### src/rtl/replay_task_decoder_pkg.sv
// replay_task_decoder_pkg: opcodes, FSM state encodings and default field positions
package replay_task_decoder_pkg;

    typedef enum logic [1:0] {
        OP_TASK   = 2'b00,
        OP_REPLAY = 2'b01,
        OP_NUMFV  = 2'b10,
        OP_WBOUND = 2'b11
    } opcode_e;

    localparam logic [2:0] S_IDLE        = 3'd0;
    localparam logic [2:0] S_MEM_REQ     = 3'd1;
    localparam logic [2:0] S_DRAIN       = 3'd2;
    localparam logic [2:0] S_REPLAY_REQ  = 3'd3;
    localparam logic [2:0] S_WAIT_STREAM = 3'd4;
    localparam logic [2:0] S_DONE        = 3'd5;

    localparam int DEF_PKT_W    = 32;
    localparam int DEF_NUM_ITER = 4;
    localparam int DEF_ITER_LSB = 10;
    localparam int DEF_NUM_PE   = 4;
    localparam int DEF_NUM_BANK = 4;
    localparam int DEF_FV_W     = 5;
    localparam int DEF_WB_W     = 4;
    localparam int DEF_CNT_W    = 16;

endpackage

### src/rtl/replay_task_decoder_rs_out_reg.sv
// rs_out_reg: one-entry valid/ready holding register for tasks headed to the RS
module rs_out_reg #(
    parameter int W = 30
) (
    input  logic         clk,
    input  logic         reset,
    input  logic         load,
    input  logic [W-1:0] din,
    input  logic         ready,
    output logic         valid,
    output logic [W-1:0] data
);

    // load only happens when the slot is empty or draining, so it always wins
    always_ff @(posedge clk or negedge reset) begin
        if (!reset) begin
            valid <= 1'b0;
            data  <= '0;
        end else if (load) begin
            valid <= 1'b1;
            data  <= din;
        end else if (ready) begin
            valid <= 1'b0;
        end
    end

endmodule

### src/rtl/replay_task_decoder.sv
// replay_task_decoder: command-stream decoder feeding the RS and the memory-request arbiter
module replay_task_decoder
    import replay_task_decoder_pkg::*;
#(
    parameter int PKT_W    = DEF_PKT_W,
    parameter int NUM_ITER = DEF_NUM_ITER,
    parameter int ITER_LSB = DEF_ITER_LSB,
    parameter int NUM_PE   = DEF_NUM_PE,
    parameter int NUM_BANK = DEF_NUM_BANK,
    parameter int FV_W     = DEF_FV_W,
    parameter int WB_W     = DEF_WB_W,
    parameter int CNT_W    = DEF_CNT_W,
    localparam int IW      = (NUM_ITER > 1) ? $clog2(NUM_ITER) : 1
) (
    input  logic                clk,
    input  logic                reset,
    input  logic                in_valid,
    input  logic [PKT_W-1:0]    in_pkt,
    output logic                in_ready,
    output logic                rs_valid,
    output logic [PKT_W-3:0]    rs_pkt,
    input  logic                rs_ready,
    input  logic                RS_empty,
    input  logic [NUM_PE-1:0]   PE_IDLE,
    input  logic [NUM_BANK-1:0] bank_busy_in,
    output logic                Req,
    input  logic                grant,
    output logic                mem_valid,
    output logic [PKT_W-1:0]    mem_pkt,
    output logic                stream_begin,
    input  logic                stream_end,
    input  logic                vertex_done,
    output logic                cntl_done,
    output logic                task_complete,
    output logic [IW-1:0]       replay_Iter,
    output logic [FV_W-1:0]     Num_FV,
    output logic [WB_W-1:0]     Weights_boundary,
    output logic [CNT_W-1:0]    defer_cnt
);

    logic [2:0]          state;
    logic [PKT_W-1:0]    pkt_q;
    logic [NUM_ITER-1:0] mask;
    opcode_e             op;
    logic                accept;
    logic                hit;
    logic                last_iter;
    logic                drained;
    logic                rs_load;

    // decode of the packet on the input port and drain/issue conditions
    always_comb begin
        op        = opcode_e'(in_pkt[PKT_W-1 -: 2]);
        mask      = in_pkt[ITER_LSB +: NUM_ITER];
        hit       = mask[replay_Iter];
        last_iter = replay_Iter == IW'(NUM_ITER - 1);
        in_ready  = reset && (state == S_IDLE) && (!rs_valid || rs_ready);
        accept    = in_valid && in_ready;
        rs_load   = accept && (op == OP_TASK) && hit;
        drained   = !(|bank_busy_in) && RS_empty && (&PE_IDLE) && !rs_valid;
        mem_valid = grant && Req;
        mem_pkt   = mem_valid ? pkt_q : '0;
    end

    rs_out_reg #(.W(PKT_W - 2)) u_rs_out (
        .clk   (clk),
        .reset (reset),
        .load  (rs_load),
        .din   (in_pkt[PKT_W-3:0]),
        .ready (rs_ready),
        .valid (rs_valid),
        .data  (rs_pkt)
    );

    // control FSM: dispatch, deferral to memory, replay barrier and stream waits
    always_ff @(posedge clk or negedge reset) begin
        if (!reset) begin
            state            <= S_IDLE;
            pkt_q            <= '0;
            Req              <= 1'b0;
            stream_begin     <= 1'b0;
            cntl_done        <= 1'b0;
            task_complete    <= 1'b0;
            replay_Iter      <= '0;
            Num_FV           <= '0;
            Weights_boundary <= '0;
            defer_cnt        <= '0;
        end else begin
            stream_begin <= accept && (op == OP_NUMFV);
            cntl_done    <= 1'b0;
            case (state)
                S_IDLE: if (accept) begin
                    case (op)
                        OP_TASK: if (!hit) begin
                            pkt_q <= in_pkt;
                            Req   <= 1'b1;
                            state <= S_MEM_REQ;
                            if (!(&defer_cnt)) defer_cnt <= defer_cnt + CNT_W'(1);
                        end
                        OP_REPLAY: begin
                            pkt_q <= in_pkt;
                            state <= S_DRAIN;
                        end
                        OP_NUMFV: Num_FV <= in_pkt[FV_W-1:0];
                        default: begin
                            Weights_boundary <= in_pkt[WB_W-1:0];
                            state            <= S_WAIT_STREAM;
                        end
                    endcase
                end
                S_MEM_REQ: if (grant && Req) begin
                    Req   <= 1'b0;
                    state <= S_IDLE;
                end
                S_DRAIN: if (drained) begin
                    if (last_iter) begin
                        cntl_done <= 1'b1;
                        state     <= S_DONE;
                    end else begin
                        Req   <= 1'b1;
                        state <= S_REPLAY_REQ;
                    end
                end
                S_REPLAY_REQ: if (grant && Req) begin
                    Req         <= 1'b0;
                    replay_Iter <= replay_Iter + IW'(1);
                    state       <= S_WAIT_STREAM;
                end
                S_WAIT_STREAM: if (stream_end) state <= S_IDLE;
                S_DONE: if (vertex_done) task_complete <= 1'b1;
                default: state <= S_IDLE;
            endcase
        end
    end

endmodule

### config.mk
export PLATFORM = sky130hd
export DESIGN_NAME = replay_task_decoder
export DESIGN_NICKNAME = d
export VERILOG_FILES = /design/src/rtl/replay_task_decoder_pkg.sv /design/src/rtl/replay_task_decoder_rs_out_reg.sv /design/src/rtl/replay_task_decoder.sv
export SDC_FILE = /design/constraint.sdc
export NUM_CORES = 1
export LEC_CHECK = 0
export ABC_AREA = 1
export BUFFER_PORTS_ARGS = -buffer_cell sky130_fd_sc_hd__buf_2
export CORE_MARGIN = 2
export CORE_UTILIZATION = 40
export CTS_CLUSTER_SIZE = 20
export DETAILED_ROUTE_END_ITERATION = 7
export GPL_TIMING_DRIVEN = 0
export PLACE_DENSITY = 0.65
export SLEW_MARGIN = 25
export SYNTH_ARGS = -nofsm -noshare
export SYNTH_HDL_FRONTEND = slang
export SYNTH_SLANG_ARGS = --single-unit
### constraint.sdc
create_clock -name clk -period 1.6 [get_ports clk]
set_input_delay 0.32 -clock clk [delete_from_list [all_inputs] [get_ports clk]]
set_output_delay 0.32 -clock clk [all_outputs]
set_load 0.02 [all_outputs]
# After elaboration in Yosys (flattened, before gate mapping)
# Cells that the tools add are included.
# totals
out_inout_bits	96
regBits	97
elab_cells	96
# op_classes
mux	26
add_sub_neg	2
order_cmp	1
n_eq_ne	20
n_bitwise	4
reduce_logical	31
# op_table
op	count
$mux 32	2
$pmux 32 s2	1
$mux 3	7
$ne 2x2->1 const B	9
$pmux 3 s6	1
$add 16x1->16 const B	1
$reduce_and 16->1	1
$mux 1	12
$logic_and 1x1->1	10
$pmux 3 s3	1
$reduce_and 4->1	2
$reduce_and 8->1	1
$reduce_and 7->1	1
$eq 3x2->1 const B	2
$eq 3x3->1 const B	2
$reduce_and 3->1	2
$reduce_and 5->1	1
$eq 2x2->1 const B	2
$ne 2x1->1 const B	2
$not 1->1	4
$reduce_and 2->1	2
$reduce_bool 2->1	2
$reduce_or 4->1	1
$eq 3x1->1 const B	1
other kinds (13)	14

# Longest topological paths before layout
# Gate-level depths: netlist (run 1).
# logic_depth
depth_word	7
mapped_depth	11
ltp_nobuf	10

# Cells and area by module
# A second synthesis (run 1) with hierarchy kept.
# hier_totals
cells_unflattened	595
hier_area_um2	4679.5
# modules_own_cells
mod	seq_area_each_um2	cells_each	area_each_um2	instances
replay_task_decoder	1651.6	464	3520.9	1
rs_out_reg	775.7	131	1158.6	1

# Worst setup path before layout (run 1)
# No wires, ideal clock.
# synth_path
kind	flip-flop to flip-flop
from	register defer_cnt[0]
to	register defer_cnt[3]
synth_period_minus_slack_ns	1.656
t_arrival_ns	1.538
setup_time_ns	0.118
t_required_ns	1.482
path_slack_ns	-0.056
stages_incl_launch_ff	10
cell_sequence	dfrtp_1 > ha_1 > inv_1 > nor2_1 > nand2_1 > o21ai_1 > nor2_4 > buf_4 > nand3_1 > nand2_1
# synth_via
elab_chain_len	3
word_cells_on_any_way	4
cone_classes	1 x add/sub; 1 x bitwise; 2 x reduce/logical
# synth_rtl
element	line_no	text
start, declared	replay_task_decoder.sv:38	output logic [CNT_W-1:0] defer_cnt
start signal, assigned	replay_task_decoder.sv:98	if (!(&defer_cnt)) defer_cnt <= defer_cnt + CNT_W'(1);
branches (longest 3 deep; another with $add 16x1->16)	-	
# Several ways; the timed one is not identified.
# A chain may end at the register's enable or synchronous reset.

# Final worst setup path (run 1)
# layout_path
from	register Req
to	output port mem_pkt[22]
# layout_via
elab_chain_len	2
# layout_rtl
element	line_no	text
start, declared	replay_task_decoder.sv:26	output logic Req,
start signal, assigned	replay_task_decoder.sv:80	Req <= 1'b0;
start signal, assigned	replay_task_decoder.sv:96	Req <= 1'b1;
start signal, assigned	replay_task_decoder.sv:112	Req <= 1'b0;
$logic_and 1x1->1	replay_task_decoder.sv:61	mem_valid = grant && Req;
$mux 32	replay_task_decoder.sv:62	mem_pkt = mem_valid ? pkt_q : '0;
end, declared	replay_task_decoder.sv:29	output logic [PKT_W-1:0] mem_pkt,
# No other way between the ends.

==> results of run 1 <==
-- registers in the layout (all words and copies together), names as in the netlist --
register and cells:
pkt_q 32, stream_begin 1, task_complete 1, u_rs_out.valid 1
u_rs_out.data 30, cntl_done 1, state 3, Weights_boundary 4
Req 1, Num_FV 5, replay_Iter 2, defer_cnt 16
-- area by class of cell --
cell class / count / area, um2
fillers: 1060 / 4670
flip-flops and latches: 97 / 2440
multi-input cells: 380 / 1920
repair buffers: 160 / 1010
inverters: 69 / 259
clock buffers: 10 / 229
plain buffers: 20 / 190
well taps: 140 / 175
clock inverters: 6 / 51.3
diodes: 1 / 2.50
-- per-layer routing --
metal | global-route usage (%) | wire [um]
met1 | 27.7 | 5570
met2 | 30.8 | 5620
met3 | 4.17 | 611
met4 | 8.66 | 340
met5 | 0 | 0
-- cells by family (layout without fill, tap and decap cells) --
group                      after synthesis  after routing  share of synthesized area, %
AOI/OAI and AO/OA                       66             66                          7.62
adders and majority gates                2              2                         0.554
DFF                                     97             97                          53.7
and+or+nand+nor                        299            299                          27.4
buffers and inverters                   89            265                          8.14
other                                    0              1                             0
xor gates and xnor gates                13             13                          2.52
-- how the worst max path moves through the flow --
stage                         end  cells past startpoint  slack (ns)
floorplan           defer_cnt[12]                     10       0.009
global placement    defer_cnt[12]                      9       -1.85
detailed placement  defer_cnt[12]                      9       -0.32
CTS                   mem_pkt[29]                      4       -0.03
global route          mem_pkt[27]                      4       -0.08
finish                mem_pkt[22]                      4       -0.03
-- where the power goes --
group | internal (uW) | switching (uW) | total [uW]
Clock | 1070 | 986 | 2060
Combinational | 1790 | 2900 | 4690
Sequential | 3460 | 506 | 3960
-- worst max-delay path, cell delays in order, from the launching register on --
cell      delay (ns)
dfrtp_1         0.40
nand2_4         0.10
clkbuf_8        0.18
nor2_1          0.12
buf_4           0.16
-- cell usage in the layout (no fill, tap or decap), types with 2 or more instances in the layout --
master / n
a21oi_1: 23
a21oi_2: 2
buf_2: 112
buf_4: 47
buf_6: 12
buf_8: 2
clkbuf_1: 2
clkbuf_16: 10
clkbuf_8: 3
clkinvlp_4: 3
dfrtp_1: 89
dfrtp_2: 8
inv_1: 63
inv_2: 6
nand2_1: 149
nand2_2: 20
nand2_4: 8
nand3_1: 28
nand3_2: 2
nand3_4: 2
nand4_1: 4
nor2_1: 63
nor2_2: 15
nor2_4: 5
o21ai_0: 22
o21ai_1: 13
o21bai_1: 2
xnor2_1: 9
xor2_1: 4
-- through the flow --
stage	setup slack [ns]	utilization (%)
6_report	-0.0314	57.3
5_1_grt	-0.0776	57.3
4_1_cts	-0.0279	54.3
3_5_place_dp	-0.324	49.8
3_3_place_gp	-1.85	49.5
2_1_floorplan	0.00884	-
-- timing repair --
| action | in CTS | in global routing |
|---|---|---|
| setup endpoints to repair | 109 | 121 |
| setup buffers | 9 | 6 |
| pin swaps | 4 | 10 |
| hold endpoints to repair | 47 | 47 |
| resized for setup | 55 | 87 |
| gates cloned | 0 | 1 |
==> qor.yml, run 1 <==
cts:
  cts_tree: "done"
  worst_setup_hold_path_clk_slew_ns: 0.07
  ctsLongestPathBuffers: 2
  cts.htree.levels: 3
  inserted_clock_buffers: 9
  ctsRootBufferMaster: "clkbuf_16"
  clk-insertion-delay-late_ns: 0.35
  clock-sinks: 97
cells_and_area:
  layout-area-overhead-vs-synth_pct: 38.8
  design_area_mm2: 0.00627
  nNetsFinal: 787
  layout-drive-gt1-share_pct: 35.7
  final-instance-count-excl-fill: 883
drt:
  routed_via_density: 4.70
  routed_wl_um: 12100
  drc_errors_left: 0
  wire_per_inst_um: 13.7
  vias: 4154
  antenna_left: 0
  detail_route.first_pass.iterations: 6
  drt_first_iter_violations: 191
yosys:
  mappedNetlistNets: 616
  postSynthRegisterBits: 97
  synth_enable_flop_cells: 0
  synthArstFlopShare_pct: 100
  synthDominantCellAreaShare_pct: 53.7
  netlist_top_cells_area: "dfrtp_1, nand2_1, nor2_1, inv_1, nand3_1"
  synth_cells: 566
  postSynth.topFlopCell: "dfrtp_1"
  synthesis.area_per_instance_um2: 7.98
  yosysWarningCount: 0
  netlist-cell-type-count: 28
  synth_seq_area_share_pct: 53.7
  yosysTopAreaCell: "dfrtp_1"
  synth.most_common_cell: "nand2_1"
  netlist_top_cells_count: "nand2_1, dfrtp_1, nor2_1"
  mapped_cell_area_mm2: 0.00452
worst_setup_path:
  crit_type: "reg -> out"
  timing.critical_path.fanout_max: 10
  rr_worst_depth: 10
  critPathLaunch: "Req"
  endpoint_required_time_on_the_critical_path_ns: 1.28
  critPathArrivalTime_ns: 1.31
  r2r-start: "replay_Iter[1]"
  setup.worst_path.end_class: "output pin"
  crit-reg2reg-capture: "defer_cnt[4]"
  crit_path_start_kind: "flop"
  worst-r2r-setup-slack_ns: 0.02
place:
  globalplace.congestion: 0.892
  placed_inst_area_mm2: 0.00544
  dp_hpwl_um: 8560
  place.port_buffers: 143
  place_inst: 850
timing:
  max_freq_ghz: 0.613
  whs_ns: -0.123
  worst-slew-pin-transition_ns: 0.501
  rsz0062_at_grt: "yes"
  final_period_minus_worst_setup_slack_ns: 1.63
  setup_viol: 21
  postLayoutSetupSlackWorst_ns: -0.0314
  post-route-period-util_pct: 102
  finalMaxSlewViolations: 0
  hold_viol_final: 47
  tns_ns: -0.190
  max-slew-margin-rel_pct: 66.6
  fin_worst_skew_ns: 0.00679
worst_hold_path:
  hold_class: "in -> async"
power:
  vdd_ir_drop_max_mv: 0.804
  p_per_area_mw_per_mm2: 1710
  totalPowerFinal_uw: 10700
  power.static_leakage_uw: 0.00347
outcome:
  failed_checks: "hold timing, setup timing"
  status: "complete, but fails checks"
die:
  die_height_um: 110
  die_area_mm2: 0.0122
  die_w_um: 110
  placementRows: 38
  coreArea_mm2: 0.0109
  initial_utilization_pct: 41.3
  num_io_pins: 144
grt:
  antenna_found_initial: 1
  grt-ovfl-total: 0
  global_route_wire_length_before_repair_um: 18800
  grt_max_degree: 51
  first_global_vias: 3884
  grt.total_usage_pct: 20.1
run:
  drv.max_cap_violation_count: 0
Power figures use the tool's default switching activity.
==> inputs of run 2 (changes only) <==
- PLACE_DENSITY: 0.65 -> 0.69
- clock period: 1.6 -> 1.8 ns (I/O delays scaled with it)
==> qor.yml, run 2 (same netlist as run 1, synthesis figures left out) <==
place:
  placed_inst_area_mm2: 0.00544
  globalplace.congestion: 0.847
  place.port_buffers: 143
  dp_hpwl_um: 8610
timing:
  finalMaxSlewViolations: 0
  post-route-period-util_pct: 96.5
  setup_viol: 0
  max-slew-margin-rel_pct: 65.5
  final_period_minus_worst_setup_slack_ns: 1.74
  worst-slew-pin-transition_ns: 0.513
  tns_ns: 0
  max_freq_ghz: 0.576
  hold_viol_final: 0
  fin_worst_skew_ns: 0.00589
worst_setup_path:
  worst_path_largest_cell_delay_ns: 0.46
  setup.worst_path.end_class: "output pin"
  worst-r2r-setup-slack_ns: 0.13
  rr_worst_depth: 9
  critPathLaunch: "state[0]"
  crit_path_start_kind: "flop"
  slowest_cell_on_the_critical_path: "dfrtp_2"
  timing.critical_path.fanout_max: 7
  worst_path_most_repeated_cell: "nor2_4"
  critPathArrivalTime_ns: 1.38
  critical_path.cell_chain: "nor2_4, nand2_4, nor2_4, buf_2"
  crit-reg2reg-capture: "defer_cnt[8]"
  endpoint_required_time_on_the_critical_path_ns: 1.44
  r2r-start: "state[0]"
  crit_type: "reg -> out"
cells_and_area:
  area.sequential_mm2: 0.00243
  largest_reg_flops: 32
  layout-area-overhead-vs-synth_pct: 31.9
  layout-drive-gt1-share_pct: 28.1
  nFillCells: 1052
  nNetsFinal: 779
  top_register: "pkt_q"
  final_cell_mix: "nand2_1, buf_2, dfrtp_1"
  multi_input_comb_area_mm2: 0.00174
  most_common_cell_after_layout_fill_and_taps_aside: "nand2_1"
  diodes_inserted: 0
  design_area_mm2: 0.00596
  largest_registers: "pkt_q: 32 flops, u_rs_out.data: 30 flops, defer_cnt: 16 flops"
cts:
  ctsRootBufferMaster: "clkbuf_16"
  clock-sinks: 97
  cts.htree.levels: 3
  cts_tree: "done"
  clk-insertion-delay-late_ns: 0.34
  ctsLongestPathBuffers: 2
  worst_setup_hold_path_clk_slew_ns: 0.07
  inserted_clock_buffers: 9
grt:
  antenna_found_initial: 0
  global_route_wire_length_before_repair_um: 18800
  grt.total_usage_pct: 20.2
  grt_max_degree: 34
  first_global_vias: 3843
  grt-ovfl-total: 0
die:
  die_area_mm2: 0.0122
  num_io_pins: 144
  initial_utilization_pct: 41.3
  coreArea_mm2: 0.0109
  placementRows: 38
  die_w_um: 110
  die_height_um: 110
power:
  vdd_ir_drop_max_mv: 0.875
  p_per_area_mw_per_mm2: 1570
  power.static_leakage_uw: 0.00343
  totalPowerFinal_uw: 9380
drt:
  wire_per_inst_um: 13.6
  routed_via_density: 4.73
  routed_wl_um: 11900
  vias: 4133
  detail_route.first_pass.iterations: 4
  antenna_left: 0
  drt_first_iter_violations: 194
  drc_errors_left: 0
outcome:
  status: "complete, no violations"
run:
  drv.max_cap_violation_count: 0
worst_hold_path:
  hold_class: "in -> async"
-- run 2: final cells by class --
cell class / instances / area share [%]
Clock inverter: 5 / 1.45
Multi-Input combinational cell: 380 / 29.2
Timing Repair Buffer: 152 / 14.7
Inverter: 69 / 4.35
Sequential cell: 97 / 40.8
Tap cell: 140 / 2.94
Clock buffer: 11 / 4.24
Buffer: 20 / 2.31
-- run 2: worst max-delay path: cells and delay by family (launching register included) --
family                 cells  cell delay [ns]
buffers and inverters      1             0.19
flip-flops                 1             0.46
AND/OR/NAND/NOR            3             0.39
-- run 2: through the flow --
step                worst slack [ns]  utilization (%)  instances  hold WS [ns]
finish                        0.0626             54.5        874        0.0556
global route                -0.00946             54.5        874        0.0548
CTS                         -0.00216             53.9        870        0.0537
detailed placement            -0.429             49.8        850         0.266
global placement               -1.65             49.5        849         0.456
floorplan                      0.144                -        566        0.0644
-- run 2: per-layer routing --
layer | up-vias | global-route usage [%] | part of all wire (%) | routed length (um)
met1 | 1935 | 27.0 | 45 | 5400
li1 | 2075 | - | - | -
met3 | 8 | 5.17 | 6.3 | 748
met2 | 115 | 32.6 | 47 | 5600
met4 | 0 | 5.63 | 1.1 | 128
met5 | - | 0 | 0 | 0
-- run 2: timing repair --
item,4_1_cts,5_1_grt
buffers inserted,0,4
hold buffers,3,0
gates resized for setup,9,10
pin swaps,0,1
cloned,1,0
setup endpoints to repair,90,56
endpoints found under the hold margin,32,0
-- run 2: worst max-delay path by stage --
stage | endpoint | cells past startpoint
2_1_floorplan | defer_cnt[3] | 9
3_3_place_gp | defer_cnt[12] | 9
3_5_place_dp | u_rs_out.data[3] | 9
4_1_cts | mem_pkt[1] | 4
5_1_grt | defer_cnt[7] | 10
6_report | in_ready | 4
-- run 2: report_power, final --
| part | internal [uW] | leakage (uW) | switching [uW] |
|---|---|---|---|
| logic | 1310 | 0.00205 | 2400 |
| registers | 3060 | 0.00121 | 466 |
| clock network | 1300 | 0.000166 | 828 |
| total | 5680 | 0.00343 | 3700 |
==> inputs of run 3 (changes only) <==
- CORE_MARGIN: 2 -> 4
- SYNTH_HIERARCHICAL: default -> 1
==> qor.yml, run 3 <==
drt:
  drc_errors_left: 0
  vias: 4441
  detail_route.first_pass.iterations: 7
  routed_wl_um: 13300
  antenna_left: 0
  drt_first_iter_violations: 258
  wire_per_inst_um: 14.4
  routed_via_density: 4.82
run:
  drv.max_cap_violation_count: 0
power:
  vdd_ir_drop_max_mv: 0.960
  power.static_leakage_uw: 0.00370
  clock_power_share_pct: 22.3
  p_per_area_mw_per_mm2: 1470
  power.sequential.fraction_pct: 37.8
  power.net_switching_uw: 3740
  combinationalPowerShare_pct: 39.9
  sw_frac_of_total_pct: 40.1
  totalPowerFinal_uw: 9310
  internal_power_uw: 5580
cells_and_area:
  layout-drive-gt1-share_pct: 30.1
  layout-area-overhead-vs-synth_pct: 35.2
  final_cell_mix: "nand2_1, buf_2, dfrtp_1"
  top_register: "pkt_q"
  largest_registers: "pkt_q: 32 flops, u_rs_out/data: 30 flops, defer_cnt: 16 flops"
  largest_reg_flops: 32
  design_area_mm2: 0.00633
  most_common_cell_after_layout_fill_and_taps_aside: "nand2_1"
  nNetsFinal: 823
grt:
  grt_max_degree: 38
  grt.total_usage_pct: 20.1
  antenna_found_initial: 1
  grt-ovfl-total: 0
  global_route_wire_length_before_repair_um: 21300
  first_global_vias: 4426
die:
  num_io_pins: 144
  die_w_um: 116
  coreArea_mm2: 0.0114
  die_height_um: 116
  die_area_mm2: 0.0135
  initial_utilization_pct: 41.0
  placementRows: 39
worst_hold_path:
  hold_class: "in -> async"
cts:
  cts.htree.levels: 3
  ctsLongestPathBuffers: 2
  inserted_clock_buffers: 9
  cts_tree: "done"
  clk-insertion-delay-late_ns: 0.35
  worst_setup_hold_path_clk_slew_ns: 0.07
  clock-sinks: 97
  ctsRootBufferMaster: "clkbuf_16"
yosys:
  synth_seq_area_share_pct: 51.9
  postSynthRegisterBits: 97
  synthDominantCellAreaShare_pct: 51.9
  netlist-cell-type-count: 27
  postSynth.topFlopCell: "dfrtp_1"
  synthArstFlopShare_pct: 100
  netlist_top_cells_count: "nand2_1, dfrtp_1, inv_1"
  synth.most_common_cell: "nand2_1"
  synthesis.area_per_instance_um2: 7.86
  yosysTopAreaCell: "dfrtp_1"
  netlist_top_cells_area: "dfrtp_1, nand2_1, nand3_1, inv_1, nor2_1"
  synth_enable_flop_cells: 0
  yosysWarningCount: 6
  mappedNetlistNets: 645
  synth_cells: 595
  mapped_cell_area_mm2: 0.00468
timing:
  setup_viol: 0
  finalMaxSlewViolations: 0
  max-slew-margin-rel_pct: 76.3
  rsz0062_at_grt: "yes"
  final_period_minus_worst_setup_slack_ns: 1.75
  post-route-period-util_pct: 97.3
  fin_worst_skew_ns: 0.00714
  worst-slew-pin-transition_ns: 0.354
  hold_viol_final: 0
  max_freq_ghz: 0.571
worst_setup_path:
  timing.critical_path.fanout_max: 10
  rr_worst_depth: 11
  r2r-start: "state[1]"
  crit_path_start_kind: "flop"
  critical_path.endpoint: "mem_pkt[24]"
  crit_type: "reg -> out"
  crit-reg2reg-capture: "pkt_q[14]"
  critPathLaunch: "Req"
  worst-r2r-setup-slack_ns: 0.09
  setup.worst_path.end_class: "output pin"
  critPathArrivalTime_ns: 1.39
  endpoint_required_time_on_the_critical_path_ns: 1.44
place:
  place.port_buffers: 143
  globalplace.congestion: 0.914
  placed_inst_area_mm2: 0.00561
  dp_hpwl_um: 9540
outcome:
  status: "complete, no violations"
-- run 3: changes by cell type in the layout (fill, tap and decap cells not counted), sizes merged, moves of 2 or more --
cell    previous run  this run
a21oi             25         2
buf              165       180
clkbuf            17        15
inv               69        63
nand2            177       251
nand3             32        59
nand4              4         6
nor2              83        63
o21ai             36        16
o21bai             2         0
xnor2              9         6
-- run 3: per-layer routing --
metal / share of wire, % / routed length [um] / global-route usage, % / vias up
li1: - / - / - / 2181
met1: 42 / 5570 / 26.0 / 2061
met2: 47 / 6200 / 31.9 / 168
met3: 8.5 / 1130 / 5.70 / 29
met4: 2.8 / 366 / 8.35 / 2
met5: 0.098 / 13 / 0 / -
-- run 3: worst min path at each step --
stage	startpoint	endpoint	slack, ns	cells after the start
finish	reset	defer_cnt[4]	0.05	3
detailed placement	reset	defer_cnt[14]	0.29	1
global route	reset	defer_cnt[4]	0.07	3
floorplan	reset	Num_FV[0]	0.06	0
CTS	reset	defer_cnt[4]	0.06	3
global placement	task_complete	task_complete	0.45	1
-- run 3: power groups by stage --
stage | sequential (uW) | clock (uW) | combinational [uW]
after global placement | 3510 | 0 | 3330
after floorplan | 4090 | 0 | 1640
after CTS | 3520 | 2120 | 3540
final | 3520 | 2080 | 3720
after detailed placement | 3540 | 0 | 3440
after global routing | 3630 | 2200 | 4130
-- run 3: cell type report --
type,instances,area (um2)
sequential,97,2430
timing repair buffer,168,1040
fill,1066,5090
tap,143,179
buffer,19,176
multi-input combinational,417,1950
clock buffer,9,225
clock inverter,7,92.6
inverter,61,231
antenna,1,2.50
-- run 3: per-stage QoR --
step                hold slack, ns  setup WS [ns]  TNS, ns  utilization [%]  instances
floorplan                   0.0644         0.0806        0                -        595
detailed placement           0.289         -0.909   -50.54             49.1        882
CTS                         0.0561         0.0102        0             53.1        904
global placement             0.451          -2.14  -229.88             48.8        881
global route                0.0704        -0.0122  -0.0277             55.4        921
finish                      0.0543         0.0484        0             55.4        922
-- run 3: cell families (layout without fill, tap and decap cells) --
group	Yosys count	after routing	share of synthesized area, %
AND/OR/NAND/NOR	383	383	35.0
flip-flops	97	97	51.9
buffers and inverters	81	264	7.73
AO/OA/AOI/OAI	20	20	2.59
XOR/XNOR	11	11	2.06
adder cells (fa/ha/maj)	2	2	0.535
multiplexers	1	1	0.241
other	0	1	0
-- run 3: repair_timing --
item | CTS | global route
gates resized for setup | 10 | 41
pin swaps | 1 | 6
gates cloned | 1 | 2
endpoints found under the setup margin | 110 | 76
hold buffers | 3 | 0
buffers inserted | 2 | 16
hold endpoints to repair | 37 | 0
-- run 3: worst max-delay path, cell delays in order, from the launching register on --
cell and delay [ns]:
dfrtp_1 0.40, nand2_4 0.11, clkbuf_4 0.20, nor2_1 0.14, buf_2 0.19
